<file path="src/rtl/scan_chain_ctrl.sv">
// Scan chain test controller: shifts a pattern into an SDFF chain, pulses one capture,
// unloads the response and compares it. Optional serial MISR over SO when SCAN_CTRL_MISR_EN is defined.
//
// state       | meaning
// ------------+-----------------------------------------------------
// S_IDLE      | waiting for START; SE=0, SI=0
// S_SHIFT_IN  | SE=1, SI walks PAT bits 0..CHAIN_LEN-1
// S_CAPTURE   | single functional capture cycle, SE=0, SI=0
// S_SHIFT_OUT | SE=1, SI=0, SO bits collected into CAP[0..CHAIN_LEN-1]
// S_CMP       | DONE pulse, PASS updated from CAP vs expected
module scan_chain_ctrl #(
  parameter int CHAIN_LEN = 16,
  parameter int CNT_W     = 6
) (
  input  logic                 CK,
  input  logic                 RST,
  input  logic                 START,
  input  logic [CHAIN_LEN-1:0] PAT,
  input  logic [CHAIN_LEN-1:0] EXP,
  input  logic                 SO,
  output logic                 SE,
  output logic                 SI,
  output logic                 BUSY,
  output logic                 DONE,
  output logic                 PASS,
  output logic [CHAIN_LEN-1:0] CAP
`ifdef SCAN_CTRL_MISR_EN
  ,
  output logic [15:0]          SIG
`endif
);

  typedef enum logic [2:0] {
    S_IDLE,
    S_SHIFT_IN,
    S_CAPTURE,
    S_SHIFT_OUT,
    S_CMP
  } state_t;

  localparam logic [CNT_W-1:0] CNT_LAST = CNT_W'(CHAIN_LEN - 1);

  state_t               state_q, state_d;
  logic [CNT_W-1:0]     cnt_q, cnt_d;
  logic [CHAIN_LEN-1:0] pat_q, pat_d;
  logic [CHAIN_LEN-1:0] exp_q, exp_d;
  logic [CHAIN_LEN-1:0] cap_q, cap_d;
  logic                 pass_q, pass_d;
  logic                 se_q, se_d;
  logic                 si_q, si_d;
  logic                 done_q, done_d;

  always_comb begin
    state_d = state_q;
    cnt_d   = cnt_q;
    pat_d   = pat_q;
    exp_d   = exp_q;
    cap_d   = cap_q;
    pass_d  = pass_q;
    case (state_q)
      S_IDLE: begin
        if (START) begin
          pat_d   = PAT;
          exp_d   = EXP;
          cnt_d   = '0;
          cap_d   = '0;
          pass_d  = 1'b0;
          state_d = S_SHIFT_IN;
        end
      end
      S_SHIFT_IN: begin
        if (cnt_q == CNT_LAST) begin
          cnt_d   = '0;
          state_d = S_CAPTURE;
        end else begin
          cnt_d = cnt_q + CNT_W'(1);
        end
      end
      S_CAPTURE: begin
        cnt_d   = '0;
        state_d = S_SHIFT_OUT;
      end
      S_SHIFT_OUT: begin
        for (int i = 0; i < CHAIN_LEN; i++) begin
          if (cnt_q == CNT_W'(i)) cap_d[i] = SO;
        end
        if (cnt_q == CNT_LAST) begin
          cnt_d   = '0;
          state_d = S_CMP;
        end else begin
          cnt_d = cnt_q + CNT_W'(1);
        end
      end
      S_CMP: begin
        pass_d  = (cap_q == exp_q);
        state_d = S_IDLE;
      end
      default: begin
        cnt_d   = '0;
        state_d = S_IDLE;
      end
    endcase

    // Pin drivers are computed from the next state so the flops line up with the state cycle.
    se_d = (state_d == S_SHIFT_IN) || (state_d == S_SHIFT_OUT);
    si_d = 1'b0;
    if (state_d == S_SHIFT_IN) begin
      for (int i = 0; i < CHAIN_LEN; i++) begin
        if (cnt_d == CNT_W'(i)) si_d = pat_d[i];
      end
    end
    done_d = (state_d == S_CMP);
  end

  always_ff @(posedge CK) begin
    if (RST) begin
      state_q <= S_IDLE;
      cnt_q   <= '0;
      pat_q   <= '0;
      exp_q   <= '0;
      cap_q   <= '0;
      pass_q  <= 1'b0;
      se_q    <= 1'b0;
      si_q    <= 1'b0;
      done_q  <= 1'b0;
    end else begin
      state_q <= state_d;
      cnt_q   <= cnt_d;
      pat_q   <= pat_d;
      exp_q   <= exp_d;
      cap_q   <= cap_d;
      pass_q  <= pass_d;
      se_q    <= se_d;
      si_q    <= si_d;
      done_q  <= done_d;
    end
  end

  assign SE   = se_q;
  assign SI   = si_q;
  assign DONE = done_q;
  assign PASS = pass_q;
  assign CAP  = cap_q;
  assign BUSY = (state_q != S_IDLE);

`ifdef SCAN_CTRL_MISR_EN
  logic [15:0] sig_q, sig_d;

  // Serial MISR, polynomial x^16+x^12+x^5+1 (taps 16'h1021).
  always_comb begin
    sig_d = sig_q;
    if (state_q == S_IDLE && START) begin
      sig_d = 16'hFFFF;
    end else if (state_q == S_SHIFT_OUT) begin
      sig_d = {sig_q[14:0], 1'b0} ^ ((sig_q[15] ^ SO) ? 16'h1021 : 16'h0000);
    end
  end

  always_ff @(posedge CK) begin
    if (RST) sig_q <= 16'h0000;
    else     sig_q <= sig_d;
  end

  assign SIG = sig_q;
`endif

endmodule

</file>
<file path="config.mk">
export PLATFORM = sky130hd
export DESIGN_NAME = scan_chain_ctrl
export DESIGN_NICKNAME = d
export VERILOG_FILES = /design/src/rtl/scan_chain_ctrl.sv
export SDC_FILE = /design/constraint.sdc
export NUM_CORES = 1
export LEC_CHECK = 0
export ABC_AREA = 1
export ABC_CLOCK_PERIOD_IN_PS = 2500
export BUFFER_PORTS_ARGS = -buffer_cell sky130_fd_sc_hd__buf_2
export CAP_MARGIN = 5
export CORE_UTILIZATION = 55
export CTS_CLUSTER_DIAMETER = 40
export DETAILED_ROUTE_END_ITERATION = 6
export GPL_TIMING_DRIVEN = 0
export HOLD_SLACK_MARGIN = 0.1
export PLACE_DENSITY = 0.79
export RECOVER_POWER = 100
export SYNTH_ARGS = -nofsm -noshare
export SYNTH_HDL_FRONTEND = slang
export SYNTH_SLANG_ARGS = --single-unit
</file>
<file path="constraint.sdc">
create_clock -name CK -period 2.5 [get_ports CK]
set_input_delay 0.125 -clock CK [delete_from_list [all_inputs] [get_ports CK]]
set_output_delay 0.125 -clock CK [all_outputs]
set_load 0.005 [all_outputs]
</file>
==> results of run 1 <==
==> worst min-delay path, cell delays in order <==
cell	delay [ns]
buf_2	0.08
nand3b_1	0.11
nand2_1	0.08
nor2_1	0.08
==> logic make-up after synthesis <==
| family | Yosys count | share of synthesized area (%) |
|---|---|---|
| simple gates | 209 | 29.3 |
| compound gates | 83 | 15.1 |
| buf+inv | 64 | 8.21 |
| flops | 61 | 39.3 |
| xor+xnor | 13 | 3.66 |
| mux | 9 | 2.90 |
| fa+ha+maj | 4 | 1.61 |
==> per-layer routing <==
metal | vias up | share of wire [%] | GRT usage (%)
met4 | 0 | 2.5 | 13.2
met2 | 122 | 48 | 50.7
met5 | - | 0 | 0
li1 | 1630 | - | -
met1 | 1517 | 43 | 35.7
met3 | 19 | 5.7 | 6.19
==> flip-flops by register name, summed over array words and instances, names as in the netlist <==
signal   cells
PASS         1
pat_q       16
exp_q       16
cnt_q        6
SE           1
DONE         1
state_q      3
SI           1
CAP         16
==> cell usage after synthesis (3+ instances only) <==
cell type    n
dfxtp_1     61
clkbuf_1    13
mux2i_1      9
a211oi_1     4
nor3_1       4
or2_0        3
xnor2_1      5
nor2_1      52
a21oi_1     47
ha_1         4
nand2_2      4
nor2_2       6
buf_2        3
o21ai_0     19
nand2_1    105
nand3_1     21
nand4_1      5
xor2_1       8
inv_1       34
inv_2       10
o21ai_1      3
==> area by class of cell <==
| class | instances | area [um^2] | area share (%) |
|---|---|---|---|
| multi-input cells | 318 | 1620 | 40.9 |
| flip-flops and latches | 61 | 1220 | 30.9 |
| repair buffers | 86 | 581 | 14.7 |
| inverters | 46 | 173 | 4.37 |
| clock buffers | 12 | 145 | 3.67 |
| well taps | 72 | 90.1 | 2.28 |
| plain buffers | 18 | 78.8 | 1.99 |
| clock inverters | 4 | 47.5 | 1.20 |
==> final timing paths <==
kind,from,endpoint,slack [ns],cells after the start
hold / removal,PAT[1],pat_q[1]$_SDFF_PP0_,0.18,4
setup / recovery,cnt_q[0]$_SDFF_PP0_,SI$_SDFF_PP0_,0.15,20
hold reg to reg,exp_q[5]$_SDFFE_PP0P_,exp_q[5]$_SDFFE_PP0P_,0.48,2
setup reg to reg,cnt_q[0]$_SDFF_PP0_,SI$_SDFF_PP0_,0.15,20
==> metrics by stage <==
stage	cell area, um^2	hold slack (ns)
finish	3950	0.176
global route	3950	0.211
CTS	3980	0.137
detailed placement	3470	0.384
global placement	3470	0.375
floorplan	3110	0.268
==> power by group <==
part	internal, uW	total [uW]	switching (uW)
clock	485	874	389
sequential	1020	1040	23.9
combinational	152	367	215
total	1650	2280	627
==> repair_timing <==
item | in CTS | in global routing
hold buffers | 31 | 0
hold endpoints to repair | 31 | 0
setup buffers | 0 | 0
resized for setup | 0 | 0
==> flow_metrics.tcl, run 1 <==
set metrics [dict create \
    grt_max_degree 11 \
    path_clk_slew_ns 0.07 \
    leakage_uw 0.00186 \
    viasPerCell 5.33 \
    preCtsSetupSlack_ns 0.267 \
    finalNonFillerCells 617 \
    ys.flop_type "dfxtp_1" \
    p_total_uw 2280 \
    vias 3288 \
    dr.pass1.iters 5 \
    synth_seq_cells 61 \
    vdd_drop_max_uv 388 \
    layout-area-overhead-vs-synth_pct 27.2 \
    start_util_pct 56.8 \
    htreeDepth 3 \
    io_pins 57 \
    netlist_top_cells_area "dfxtp_1 (39%), nand2_1 (13%), a21oi_1 (7.6%)" \
    critPathMaxStageDelay_ns 0.47 \
    synth_edf_count 0 \
    maxCapViolCount 0 \
    cp-end-kind "flip-flop" \
    final_cell_mix "nand2_1 (106), dfxtp_1 (61), nor2_1 (55)" \
    async_flop_share_pct 0 \
    hold_path.class "in -> reg" \
    synth_area_mm2 0.00311 \
    drv_slew 0 \
    fin_tns_setup_ns 0 \
    gp_routability_congestion 0.956 \
    cp_data_arrival_time_ns 2.58 \
    dieWidth_um 77.2 \
    clk_path_buf_depth 2 \
    antenna_found_initial 0 \
    die_h_um 77.2 \
    port_buffers 55 \
    nFillCells 469 \
    num-nets-final 580 \
    max_freq_ghz 0.426 \
    grt_overflow 0 \
    layout-drive-gt1-share_pct 16.9 \
    syn_inst 443 \
    yosysUniqueCellTypes 39 \
    dr.first_iter.drc_count 269 \
    postRouteAntennaNets 0 \
    avgSynthCellArea_um2 7.02 \
    syn_nets 483 \
    grt_pass1_wl_mm 13.9 \
    tritoncts "yes" \
    slowest_stage "dfxtp_1" \
    setup_viol 0 \
    grt_setup_unrepaired "no" \
    antenna_cells 0 \
    synth_warnings 0 \
    core_mm2 0.00547 \
    final_common_cell "nand2_1" \
    hold_viol 0 \
    path_common_cell "nand2_1" \
    synth_top_cell_by_area "dfxtp_1" \
    ys_seq_area_share_pct 39.3 \
    rows 27 \
    period_share_pct 94.0 \
    dp_cells 570 \
    first_global_vias 3045 \
    insertion_delay_ns 0.34 \
    fin_util_pct 72.2 \
    crit_path_cell_trace "ha_1, inv_1, nor2_2, nand2_2, nand2_1, nand2_2, nand2_4, nand2_1, nand2_1, clkinv_1, nand2_1, nand2_1, nand2_1, nand2_1, nand2_1, nand2_1, nand2_1, nand4_1, nand2_1, a21oi_2" \
    avgRoutedWirePerCell_um 13.3 \
    track_usage_pct 29.7 \
    clock-sinks 61 \
    outcome "completed" \
    clock_skew_ns 0.00901 \
    worst_pin_slew_ns 0.633 \
    finalCriticalPeriod_ns 2.35 \
    numCtsBuffers 9 \
    crit_family "simple AND/OR/NAND/NOR gates" \
    fp.dieArea_mm2 0.00596 \
    yosys.area.top_type_share_pct 39.3 \
    worstPathRequired_ns 2.73 \
    cellPowerDensity_mw_per_mm2 577 \
    path_max_fanout 9 \
    crit_buf_inv 2 \
    drcViolationCount 0 \
    slew_headroom_pct 57.5 \
    startpoint_type "flip-flop" \
    hpwl_mm 5.69 \
    fin_ws_ns 0.150 \
    worstSetupPathType "reg -> reg" \
    root_buffer "clkbuf_8" \
    wl_mm 8.24 \
]
Note: power is estimated with default switching activity, not from simulation.
==> run 2, diff against run 1 <==
--- a/config.mk
+++ b/config.mk
@@ -6,15 +6,15 @@
 export NUM_CORES = 1
 export LEC_CHECK = 0
 export ABC_AREA = 1
-export ABC_CLOCK_PERIOD_IN_PS = 2500
+export ABC_CLOCK_PERIOD_IN_PS = 2850
 export BUFFER_PORTS_ARGS = -buffer_cell sky130_fd_sc_hd__buf_2
 export CAP_MARGIN = 5
-export CORE_UTILIZATION = 55
+export CORE_UTILIZATION = 60
 export CTS_CLUSTER_DIAMETER = 40
 export DETAILED_ROUTE_END_ITERATION = 6
 export GPL_TIMING_DRIVEN = 0
 export HOLD_SLACK_MARGIN = 0.1
-export PLACE_DENSITY = 0.79
+export PLACE_DENSITY = 0.85
 export RECOVER_POWER = 100
 export SYNTH_ARGS = -nofsm -noshare
 export SYNTH_HDL_FRONTEND = slang
==> constraint.sdc (replaced) <==
create_clock -name CK -period 2.85 [get_ports CK]
set_input_delay 0.285 -clock CK [delete_from_list [all_inputs] [get_ports CK]]
set_output_delay 0.285 -clock CK [all_outputs]
set_load 0.005 [all_outputs]
==> run 2 against run 1 <==
First-iteration DRC count increased by 6.3%. Register-to-register slack improved by 0.34 ns. Die area fell by 8.1%. Sequential share of layout area rose by 3.0 points. Wire length is 8.4% lower. Design area decreased by 8.8%. Final cell count decreased by 5.8%. Largest cell class unchanged. Total power fell by 17%. Sequential cell count stayed put. Hold slack worse by 0.0011 ns.
==> flow_metrics.tcl, run 2 (synthesized netlist as in run 1, its figures left out) <==
set metrics [dict create \
    dr.pass1.iters 5 \
    path_clk_slew_ns 0.07 \
    cp-end-kind "flip-flop" \
    ff2ff_setup_slack_ns 0.49 \
    hold_path.class "in -> reg" \
    worstSetupPathType "reg -> reg" \
    numCtsBuffers 9 \
    holdBufCountCts 0 \
    fin_tns_setup_ns 0 \
    r2r_cells 17 \
    drcViolationCount 0 \
    clock_skew_ns 0.00808 \
    antenna_cells 0 \
    rows 25 \
    r2r_start "state_q[1]$_SDFF_PP0_" \
    path_max_fanout 10 \
    first_global_vias 2726 \
    insertion_delay_ns 0.35 \
    fp.dieArea_mm2 0.00547 \
    slew_headroom_pct 54.9 \
    dieWidth_um 74.0 \
    clk_path_buf_depth 2 \
    antenna_found_initial 0 \
    io_pins 57 \
    grt_setup_unrepaired "no" \
    layout-area-overhead-vs-synth_pct 16.0 \
    finalCriticalPeriod_ns 2.36 \
    wl_mm 7.55 \
    min-delay-start "EXP[11]" \
    crit_family "simple AND/OR/NAND/NOR gates" \
    crit_buf_inv 2 \
    leakage_uw 0.00170 \
    drv_slew 0 \
    maxCapViolCount 0 \
    avgRoutedWirePerCell_um 13.0 \
    final_common_cell "nand2_1" \
    postRouteAntennaNets 0 \
    timing.rr.end "SI$_SDFF_PP0_" \
    track_usage_pct 29.8 \
    layout-drive-gt1-share_pct 16.5 \
    clock-sinks 61 \
    outcome "completed" \
    slowest_stage "nor2_1" \
    crit_path_cell_trace "nor2_1, nand2_1, buf_6, o21ai_1, nand2_1, nand2_1, clkinv_1, nand2_1, nand2_1, nand2_1, nand2_1, nand2_1, nand2_1, nand2_1, nand4_1, nand2_1, a21oi_1" \
    worstPathRequired_ns 3.08 \
    cellPowerDensity_mw_per_mm2 525 \
    core_mm2 0.00485 \
    hpwl_mm 5.51 \
    fin_util_pct 74.3 \
    post_cts_buffers 0 \
    grt_pass1_wl_mm 12.3 \
    hold_viol 0 \
    final_cell_mix "nand2_1 (107), dfxtp_1 (61), nor2_1 (55)" \
    root_buffer "clkbuf_8" \
    ctsResizeCount 0 \
    setup_viol 0 \
    tritoncts "yes" \
    startpoint_type "flip-flop" \
    vdd_drop_max_uv 479 \
    num-nets-final 549 \
    path_common_cell "nand2_1" \
    start_util_pct 64.1 \
    holdPathStages 3 \
    multiInputGateArea_mm2 0.00161 \
    die_h_um 74.0 \
    min_to "exp_q[11]$_SDFFE_PP0P_" \
    grt_max_degree 11 \
    period_share_pct 82.7 \
    viasPerCell 5.23 \
    gp_routability_congestion 0.929 \
    critPathMaxStageDelay_ns 0.53 \
    vias 3040 \
    seq_area_mm2 0.00122 \
    cp_data_arrival_time_ns 2.59 \
    htreeDepth 3 \
    max_freq_ghz 0.425 \
    worst_pin_slew_ns 0.674 \
    grt_overflow 0 \
    dr.first_iter.drc_count 286 \
    nFillCells 414 \
    port_buffers 55 \
]
-- run 2: area by class of cell --
class	instances	share of cell area, %
multi-input cells	318	44.5
plain buffers	18	2.29
repair buffers	55	7.25
inverters	46	4.79
clock inverters	4	0.625
well taps	67	2.33
clock buffers	12	4.30
flip-flops and latches	61	33.9
-- run 2: tightest hold or removal path: cells and delay by family --
family | cells | cell delay [ns]
and+or+nand+nor | 1 | 0.05
buffers and inverters | 1 | 0.09
AOI/OAI and AO/OA | 1 | 0.05
-- run 2: worst max-delay path by stage --
stage	from	to	slack, ns	cells past startpoint
after floorplan	cnt_q[0]$_SDFF_PP0_	SI$_SDFF_PP0_	0.95	20
final	state_q[1]$_SDFF_PP0_	SI$_SDFF_PP0_	0.49	17
after detailed placement	cnt_q[0]$_SDFF_PP0_	SI$_SDFF_PP0_	0.68	20
after global routing	state_q[1]$_SDFF_PP0_	SI$_SDFF_PP0_	0.26	17
after CTS	cnt_q[0]$_SDFF_PP0_	SI$_SDFF_PP0_	0.65	20
after global placement	cnt_q[0]$_SDFF_PP0_	SI$_SDFF_PP0_	0.68	20
-- run 2: per-layer routing --
metal	track usage [%]	vias to the layer above	routed length [um]
li1	-	1563	-
met1	40.5	1375	3560
met2	47.4	92	3440
met3	4.34	10	443
met4	12.6	0	102
met5	0	-	0
-- run 2: power breakdown --
group	switching [uW]	internal, uW	total, uW
Clock	341	358	699
Sequential	19.6	892	911
Combinational	177	106	283
-- run 2: per-stage QoR --
stage               setup WS [ns]  power (uW)  hold slack (ns)  cells  instance area, um^2
finish                      0.494        1890            0.175    581                 3600
global route                0.262        1970            0.190    581                 3600
CTS                         0.653        1890            0.182    581                 3640
detailed placement          0.682        1210            0.467    565                 3470
global placement            0.685        1200            0.455    565                 3470
floorplan                   0.945        1130            0.428    443                 3110
==> run 3, diff against run 2 <==
--- a/config.mk
+++ b/config.mk
@@ -6,15 +6,15 @@
 export NUM_CORES = 1
 export LEC_CHECK = 0
 export ABC_AREA = 1
-export ABC_CLOCK_PERIOD_IN_PS = 2850
+export ABC_CLOCK_PERIOD_IN_PS = 2200
 export BUFFER_PORTS_ARGS = -buffer_cell sky130_fd_sc_hd__buf_2
 export CAP_MARGIN = 5
-export CORE_UTILIZATION = 60
+export CORE_UTILIZATION = 55
 export CTS_CLUSTER_DIAMETER = 40
 export DETAILED_ROUTE_END_ITERATION = 6
 export GPL_TIMING_DRIVEN = 0
 export HOLD_SLACK_MARGIN = 0.1
-export PLACE_DENSITY = 0.85
+export PLACE_DENSITY = 0.79
 export RECOVER_POWER = 100
 export SYNTH_ARGS = -nofsm -noshare
 export SYNTH_HDL_FRONTEND = slang
==> constraint.sdc (replaced) <==
create_clock -name CK -period 2.2 [get_ports CK]
set_input_delay 0.22 -clock CK [delete_from_list [all_inputs] [get_ports CK]]
set_output_delay 0.22 -clock CK [all_outputs]
set_load 0.005 [all_outputs]
==> run 3 against run 2 <==
First-iteration DRC count is 5.9% lower. Sequential power grew 30%. Clock-buffer cell count did not move. Via count is 4.4% higher. Register-to-register slack worse by 0.38 ns. Sequential cell count is the same. Total power is 36% higher. Global-route usage fell by 2.0 points. Hold slack worse by 0.060 ns. Die area is 8.8% higher. Critical path type unchanged. Largest power group unchanged.
==> flow_metrics.tcl, run 3 (synthesized netlist as in run 1, its figures left out) <==
set metrics [dict create \
    final_cell_mix "nand2_1 (106), dfxtp_1 (57), buf_2 (55)" \
    switching_power_uw 712 \
    drv_slew 0 \
    numCtsBuffers 9 \
    wl_mm 7.85 \
    met3_length_um 457 \
    clk_path_buf_depth 2 \
    port_buffers 55 \
    worstPathRequired_ns 2.44 \
    vdd_drop_max_uv 433 \
    io_pins 57 \
    slew_headroom_pct 64.9 \
    clock-sinks 61 \
    htreeDepth 3 \
    layout-area-overhead-vs-synth_pct 20.0 \
    path_common_cell "nand2_1" \
    p_int_uw 1860 \
    num-nets-final 555 \
    fin_util_pct 68.2 \
    hold_viol 0 \
    tritoncts "yes" \
    track_usage_pct 27.7 \
    drt-met1-wl_mm 3.37 \
    finalCriticalPeriod_ns 2.08 \
    gp_routability_congestion 0.956 \
    clock_skew_ns 0.0114 \
    viasPerCell 5.36 \
    core_mm2 0.00547 \
    dieWidth_um 77.2 \
    dr.pass1.iters 5 \
    pwr-share-comb_pct 15.1 \
    antenna_cells 0 \
    crit_path_cell_trace "buf_2, nand2_1, nor2_2, nand2_2, nand2_1, nand2_2, nand2_4, nand2_1, nand2_1, clkinv_1, nand2_1, nand2_1, nand2_1, nand2_1, nand2_1, nand2_1, nand2_1, nand4_1, nand2_1, a21oi_2" \
    period_share_pct 94.6 \
    top_layer_used "met4" \
    crit_family "simple AND/OR/NAND/NOR gates" \
    hpwl_mm 5.69 \
    rows 27 \
    cellPowerDensity_mw_per_mm2 689 \
    first_global_vias 2872 \
    vias 3175 \
    startpoint_type "flip-flop" \
    slowest_stage "dfxtp_1" \
    final_common_cell "nand2_1" \
    drcViolationCount 0 \
    postRouteAntennaNets 0 \
    p_sw_share_pct 27.7 \
    wl_met2_mm 3.77 \
    insertion_delay_ns 0.35 \
    grt_max_degree 11 \
    leakage_uw 0.00177 \
    grt_pass1_wl_mm 13.0 \
    hold_path.class "in -> reg" \
    avgRoutedWirePerCell_um 13.3 \
    path_max_fanout 8 \
    outcome "completed" \
    critPathMaxStageDelay_ns 0.30 \
    setup_viol 0 \
    clkPwrFrac_pct 38.8 \
    max_freq_ghz 0.480 \
    grt_overflow 0 \
    antenna_found_initial 0 \
    worstSetupPathType "reg -> reg" \
    root_buffer "clkbuf_8" \
    layout-drive-gt1-share_pct 21.3 \
    cp-end-kind "flip-flop" \
    crit_buf_inv 2 \
    dr.first_iter.drc_count 269 \
    start_util_pct 56.8 \
    worst_pin_slew_ns 0.526 \
    fp.dieArea_mm2 0.00596 \
    power_frac_seq_pct 46.1 \
    maxCapViolCount 0 \
    path_clk_slew_ns 0.08 \
    holdBufCountCts 0 \
    die_h_um 77.2 \
    p_total_uw 2570 \
    cp_data_arrival_time_ns 2.32 \
]
-- run 3: cell count changes in the layout (fill, tap and decap cells not counted), sizes merged --
cell    before  now
inv         43   44
bufinv       0    1
clkbuf      36   28
clkinv       6    4
buf         49   63
-- run 3: worst paths after layout --
check	end	slack, ns	start	cells after the start
setup / recovery	SI$_SDFF_PP0_	0.12	cnt_q[2]$_SDFF_PP0_	20
hold reg to reg	exp_q[5]$_SDFFE_PP0P_	0.48	exp_q[5]$_SDFFE_PP0P_	2
hold / removal	exp_q[12]$_SDFFE_PP0P_	0.11	EXP[12]	3
setup reg to reg	SI$_SDFF_PP0_	0.12	cnt_q[2]$_SDFF_PP0_	20
-- run 3: final cells by class --
cell class | count | area, um^2
plain buffers | 18 | 82.6
clock buffers | 12 | 145
clock inverters | 4 | 47.5
fillers | 487 | 1740
inverters | 46 | 173
multi-input cells | 318 | 1650
flip-flops and latches | 61 | 1230
well taps | 72 | 90.1
repair buffers | 61 | 317
-- run 3: through the flow --
stage          setup slack (ns)  hold WS, ns  instance area [um^2]  setup TNS, ns  std cells
3_5_place_dp            -0.0333        0.469                  3470        -0.0333        570
2_1_floorplan             0.295        0.363                  3110              0        443
4_1_cts                 0.00967        0.107                  3670              0        586
3_3_place_gp             0.0645        0.456                  3470              0        570
5_1_grt                 -0.0371        0.114                  3730        -0.0371        592
6_report                  0.118        0.115                  3730              0        592
-- run 3: layer usage --
metal | GRT usage, % | vias up
li1 | - | 1580
met2 | 46.6 | 124
met1 | 33.4 | 1439
met4 | 13.6 | 0
met3 | 5.83 | 32
met5 | 0 | -
-- run 3: what timing repair did --
action | in CTS | in global routing
setup endpoints to repair | 1 | 1
buffers inserted | 0 | 6
pin swaps | 0 | 2
gates resized for setup | 1 | 10
-- run 3: worst register-to-register path, cell delays in order, from the launching register on --
cell and delay [ns]:
dfxtp_1 0.30, buf_2 0.18, nand2_1 0.10, nor2_2 0.17, nand2_2 0.11, nand2_1 0.10, nand2_2 0.08, nand2_4 0.11
nand2_1 0.06, nand2_1 0.06, clkinv_1 0.05, nand2_1 0.05, nand2_1 0.05, nand2_1 0.07, nand2_1 0.07, nand2_1 0.07
nand2_1 0.06, nand2_1 0.07, nand4_1 0.08, nand2_1 0.09, a21oi_2 0.05
-- run 3: power by group through the flow --
stage	Combinational (uW)	Sequential [uW]	Clock, uW
finish	389	1180	996
global route	438	1190	1060
CTS	373	1180	1000
detailed placement	367	1210	0
global placement	357	1200	0
floorplan	263	1200	0
